===== src/rtl/instruction_fetch_unit.sv =====
// instruction_fetch_unit: single-outstanding fetch engine feeding a first-word fall-through prefetch FIFO.
`ifndef ADDRESS_LEN
`define ADDRESS_LEN 16
`endif
`ifndef INSTRUCTION_LEN
`define INSTRUCTION_LEN 32
`endif

module instruction_fetch_unit #(
    parameter logic [`ADDRESS_LEN-1:0] RESET_PC = '0,
    parameter int DEPTH = 2
) (
    input  logic                        clk,
    input  logic                        rst,
    input  logic                        write_en,
    input  logic                        branch_taken,
    input  logic [`ADDRESS_LEN-1:0]     branch_target,
    output logic                        imem_req,
    output logic [`ADDRESS_LEN-1:0]     imem_addr,
    input  logic                        imem_valid,
    input  logic [`INSTRUCTION_LEN-1:0] imem_rdata,
    output logic [`INSTRUCTION_LEN-1:0] PR0_instruction,
    output logic [`ADDRESS_LEN-1:0]     PR0_PC_plus1,
    output logic                        fetch_valid
);
    localparam int AW = $clog2(DEPTH);
    localparam int CW = AW + 1;
    localparam logic [CW-1:0] DEPTH_C = CW'(DEPTH);

    typedef enum logic [1:0] {IDLE, REQ, FULL} state_t;
    state_t state;

    logic [`ADDRESS_LEN-1:0]     fetch_pc;
    logic [`ADDRESS_LEN-1:0]     pc_mem [DEPTH];
    logic [`INSTRUCTION_LEN-1:0] ins_mem [DEPTH];
    logic [AW-1:0]               rd_ptr, wr_ptr;
    logic [CW-1:0]               count, count_next;
    logic                        squash, push, pop;

    assign pop = write_en && count != '0 && !branch_taken;
    assign push = state == REQ && imem_valid && !squash && !branch_taken;
    assign count_next = count + CW'(push) - CW'(pop);

    // Head is driven from registered state only, so empty reads as a NOP bubble.
    assign fetch_valid = count != '0;
    assign PR0_instruction = fetch_valid ? ins_mem[rd_ptr] : '0;
    assign PR0_PC_plus1 = fetch_valid ? pc_mem[rd_ptr] : '0;

    always_ff @(posedge clk) begin
        if (push) begin
            pc_mem[wr_ptr] <= imem_addr + 1'b1;
            ins_mem[wr_ptr] <= imem_rdata;
        end
    end

    always_ff @(posedge clk or posedge rst) begin
        if (rst) begin
            state <= IDLE;
            fetch_pc <= RESET_PC;
            squash <= 1'b0;
            imem_req <= 1'b0;
            imem_addr <= '0;
            rd_ptr <= '0;
            wr_ptr <= '0;
            count <= '0;
        end else if (branch_taken) begin
            rd_ptr <= '0;
            wr_ptr <= '0;
            count <= '0;
            fetch_pc <= branch_target;
            // An in-flight request cannot be cancelled; its response is dropped later.
            if (state == REQ && !imem_valid) begin
                squash <= 1'b1;
            end else begin
                squash <= 1'b0;
                state <= REQ;
                imem_req <= 1'b1;
                imem_addr <= branch_target;
            end
        end else begin
            if (push) wr_ptr <= wr_ptr + 1'b1;
            if (pop) rd_ptr <= rd_ptr + 1'b1;
            count <= count_next;
            if (state == IDLE) begin
                state <= REQ;
                imem_req <= 1'b1;
                imem_addr <= fetch_pc;
            end else if (state == FULL) begin
                if (pop) begin
                    state <= REQ;
                    imem_req <= 1'b1;
                    imem_addr <= fetch_pc;
                end
            end else if (imem_valid && squash) begin
                squash <= 1'b0;
                imem_addr <= fetch_pc;
            end else if (push) begin
                fetch_pc <= fetch_pc + 1'b1;
                if (count_next < DEPTH_C) begin
                    imem_addr <= fetch_pc + 1'b1;
                end else begin
                    state <= FULL;
                    imem_req <= 1'b0;
                end
            end
        end
    end
endmodule

===== config.mk =====
export PLATFORM = sky130hd
export DESIGN_NAME = instruction_fetch_unit
export DESIGN_NICKNAME = d
export VERILOG_FILES = /design/src/rtl/instruction_fetch_unit.sv
export SDC_FILE = /design/constraint.sdc
export NUM_CORES = 1
export LEC_CHECK = 0
export ABC_CLOCK_PERIOD_IN_PS = 4200
export BUFFER_PORTS_ARGS = -buffer_cell sky130_fd_sc_hd__buf_2
export CAP_MARGIN = 5
export CELL_PAD_IN_SITES_DETAIL_PLACEMENT = 0
export CELL_PAD_IN_SITES_GLOBAL_PLACEMENT = 1
export CORE_MARGIN = 5
export CORE_UTILIZATION = 44
export DETAILED_ROUTE_END_ITERATION = 6
export PLACE_DENSITY = 0.9
export RECOVER_POWER = 100
export SYNTH_ARGS = -nofsm -noshare
export SYNTH_HDL_FRONTEND = slang
export SYNTH_SLANG_ARGS = --single-unit

===== constraint.sdc =====
create_clock -name clk -period 4.2 [get_ports clk]
set_clock_uncertainty 0.2 [all_clocks]
set_input_delay 0.84 -clock clk [delete_from_list [all_inputs] [get_ports clk]]
set_output_delay 0.84 -clock clk [all_outputs]
set_load 0.005 [all_outputs]

==> flow_summary_export.csv <==
group,metric,value,unit
global_route,grt_pass1_wl,20900,um
min_path,hold_depth,1,
min_path,hold_path.startpoint,"imem_req$_DFFE_PP0P_",
sta,slew_violations,0,
global_route,gr-total-overflow,0,
global_route,grt.busiest_layer,"met2",
placement,dpl.hpwl,9230,um
sta,fmax,0.300,GHz
clock_tree,post_cts_resize_count,0,
sta,finalHoldViolations,0,
route,post_drt_wl_per_cell,16.2,um
setup_path,reg2reg_to,"imem_addr[11]$_DFFE_PP0P_",
setup_path,crit_top_cell,"ha_1",
global_route,antenna_found_initial,0,
clock_tree,post_cts_buffers,0,
finish,nets,672,
setup_path,worstSetupPathType,"in -> reg",
clock_tree,clk_pin_slew,60,ps
finish,diodes,0,
placement,io_buffers,118,
min_path,min_path_type,"reg -> reg",
setup_path,cp_slowest_cell,"and4bb_1",
global_route,groute.layer.met2.usage,0.260,
global_route,grt_pass1_vias,4035,
power,ir_drop,0.305,mV
yosys,yosys_warnings,0,
route,antenna_left,0,
job,maxCapViolCount,0,
finish,synthToLayoutAreaGrowth,19.4,%
yosys,synth_edf_count,96,
yosys,synth-seq-cells,136,
clock_tree,htreeDepth,4,
yosys,ys_async_sr_fraction,0.294,
global_route,use_met3,0.0441,
floorplan,start_util,0.450,
power,p_per_area,638,nW/um2
yosys,synth_flop_cell,"edfxtp_1",
sta,timing.final.crit_share,0.794,
yosys,yosysUniqueCellTypes,50,
sta,hold_ws,291,ps
sta,rsz0062_at_grt,"no",
clock_tree,clk_latency,410,ps
sta,tightest_slew,1150,ps
placement,gp_congestion,0.902,
setup_path,path_max_fanout,15,
clock_tree,hold_buffers,0,
floorplan,fp.dieW,129,um
min_path,whs_endpoint,"imem_req$_DFFE_PP0P_",
yosys,netlist_instances,498,
setup_path,crit_buf_inv,3,
floorplan,coreArea,13900,um2
clock_tree,cts_sinks,136,
route,drt-total-wl,13100,um
floorplan,die_y,129,um
finish,drive_gt1_frac,0.153,
yosys,synth_fp_nets,555,
clock_tree,cts_tree,"yes",
global_route,met1_usage,0.216,
clock_tree,clk_path_buf_depth,2,
yosys,synth_top_cells_by_area,"edfxtp_1 46%, dfrtp_1 16%, mux2i_1 9.3%",
route,drc,0,
setup_path,rrSetupSlack,1070,ps
floorplan,num_rows,43,
yosys,synth_commonest_cells,"96 x edfxtp_1, 75 x nor2_1, 58 x mux2i_1",
route,via_count,4114,
setup_path,rr_worst_depth,11,
route,viasPerCell,5.10,
sta,fin_crit,3340,ps
floorplan,die_area,16700,um2
floorplan,ios,119,
clock_tree,cts_buffers,17,
yosys,synth_top_area_share,0.462,
yosys,synth_area_leader_cell,"edfxtp_1",
sta,slew_headroom,0.232,
setup_path,cp_cell_sequence,"clkbuf_1 > and4bb_1 > nand2_1 > ha_1 > inv_1 > ha_1 > xor3_1 > nor2_1 > o31ai_4 > buf_4 > a311oi_1 > a22o_1",
global_route,grt_max_degree,50,
yosys,syn_area,6240,um2
power,static-leakage-power,2.75,nW
global_route,grt_usage,0.162,
yosys,synth.most_common_cell,"edfxtp_1",
setup_path,max_stage_delay,510,ps
sta,setup_viol,0,
setup_path,cp.required,4350,ps
setup_path,crit_family,"simple AND/OR/NAND/NOR gates",
setup_path,r2r-start,"state[1]$_DFFE_PP0P_",
yosys,syn_area_per_cell,12.5,um2
setup_path,startpoint_type,"primary input",
route,drt-pass1-iter-count,4,
run_status,outcome,"completed",
setup_path,critPathCaptureType,"register",
route,first_iter_violations,222,
sta,tns,0,ps
clock_tree,cts_root_buffer,"clkbuf_16",
setup_path,arrival,3480,ps
yosys,seq_area_frac_synth,0.622,
[final cells by class]
cell class | instances | area (um2)
sequential | 136 | 3880
clock buffer | 18 | 429
timing repair buffer | 127 | 556
clock inverter | 13 | 131
multi-input combinational | 322 | 2190
tap | 180 | 225
inverter | 11 | 41.3
fill | 1216 | 6420
[layer usage]
| metal | share of wire | wire length [um] | vias up |
|---|---|---|---|
| met1 | 0.45 | 5880 | 1967 |
| met4 | 0.0097 | 127 | 0 |
| li1 | - | - | 2016 |
| met3 | 0.061 | 801 | 11 |
| met5 | 0 | 0 | - |
| met2 | 0.48 | 6250 | 120 |
[worst max-delay path by stage]
stage / start / to / slack, ps / depth (start not counted)
after floorplan: branch_taken / ins_mem[0][0]$_DFFE_PP_ / 540 / 6
after global placement: imem_valid / imem_addr[11]$_DFFE_PP0P_ / 790 / 12
after detailed placement: imem_valid / imem_addr[11]$_DFFE_PP0P_ / 700 / 12
after CTS: count[1]$_DFF_PP0_ / PR0_PC_plus1[11] / 970 / 3
after global routing: imem_valid / imem_addr[11]$_DFFE_PP0P_ / 700 / 12
final: imem_valid / imem_addr[11]$_DFFE_PP0P_ / 860 / 12
[registers in the layout, indices dropped and copies added, names as in the netlist]
signal     flops
imem_req       1
state          2
count          2
squash         1
fetch_pc      16
rd_ptr         1
wr_ptr         1
ins_mem       64
pc_mem        32
imem_addr     16
[worst reg2reg max path: stages, from the launching register on]
cell and delay (ps):
dfrtp_1 430, and4bb_1 560, nand2_1 200, ha_1 310
inv_1 50, ha_1 140, xor3_1 280, nor2_1 200
o31ai_4 80, buf_4 210, a311oi_1 260, a22o_1 160
[report_power, final]
group	total (mW)	internal, mW	leakage [nW]	switching (mW)
registers	2.00	1.77	1.35	0.227
clock network	1.40	0.865	0.277	0.532
logic	1.36	0.573	1.13	0.789
[metrics by stage]
| stage | utilization | area, um2 | cells | power (mW) | setup WS (ps) |
|---|---|---|---|---|---|
| CTS | 0.545 | 7570 | 807 | 4.87 | 974 |
| finish | 0.537 | 7460 | 807 | 4.76 | 865 |
| global route | 0.537 | 7460 | 807 | 5.06 | 703 |
| global placement | 0.505 | 7010 | 776 | 3.42 | 789 |
| floorplan | - | 6250 | 498 | 2.93 | 538 |
| detailed placement | 0.505 | 7010 | 776 | 3.46 | 701 |
[cells in the final DEF, fill, tap and decap left out, types with 6 or more instances in the layout]
cell,netlist,final
edfxtp_1,96,96
xor2_1,12,12
mux2i_1,58,58
nand3_1,7,7
buf_2,13,29
clkbuf_1,8,75
o21ai_0,3,10
buf_4,2,6
xnor2_1,31,31
nand2_1,39,39
nor2_1,75,73
nand4_1,10,10
clkbuf_2,0,16
a21oi_1,9,9
clkbuf_16,0,17
inv_1,11,11
nor3_1,7,7
dfrtp_1,40,39
and3_1,8,8
mux2_2,8,8
[cells by family (layout without fill, tap and decap cells)]
family	Yosys count	after routing	share of synthesized area
AOI/OAI and AO/OA	44	44	0.0489
and+or+nand+nor	164	164	0.121
muxes	66	66	0.107
xor gates and xnor gates	44	44	0.0641
DFF	136	136	0.622
adders and majority gates	4	4	0.00801
buffers and inverters	40	169	0.0291
Note: power is estimated with default switching activity, not from simulation.
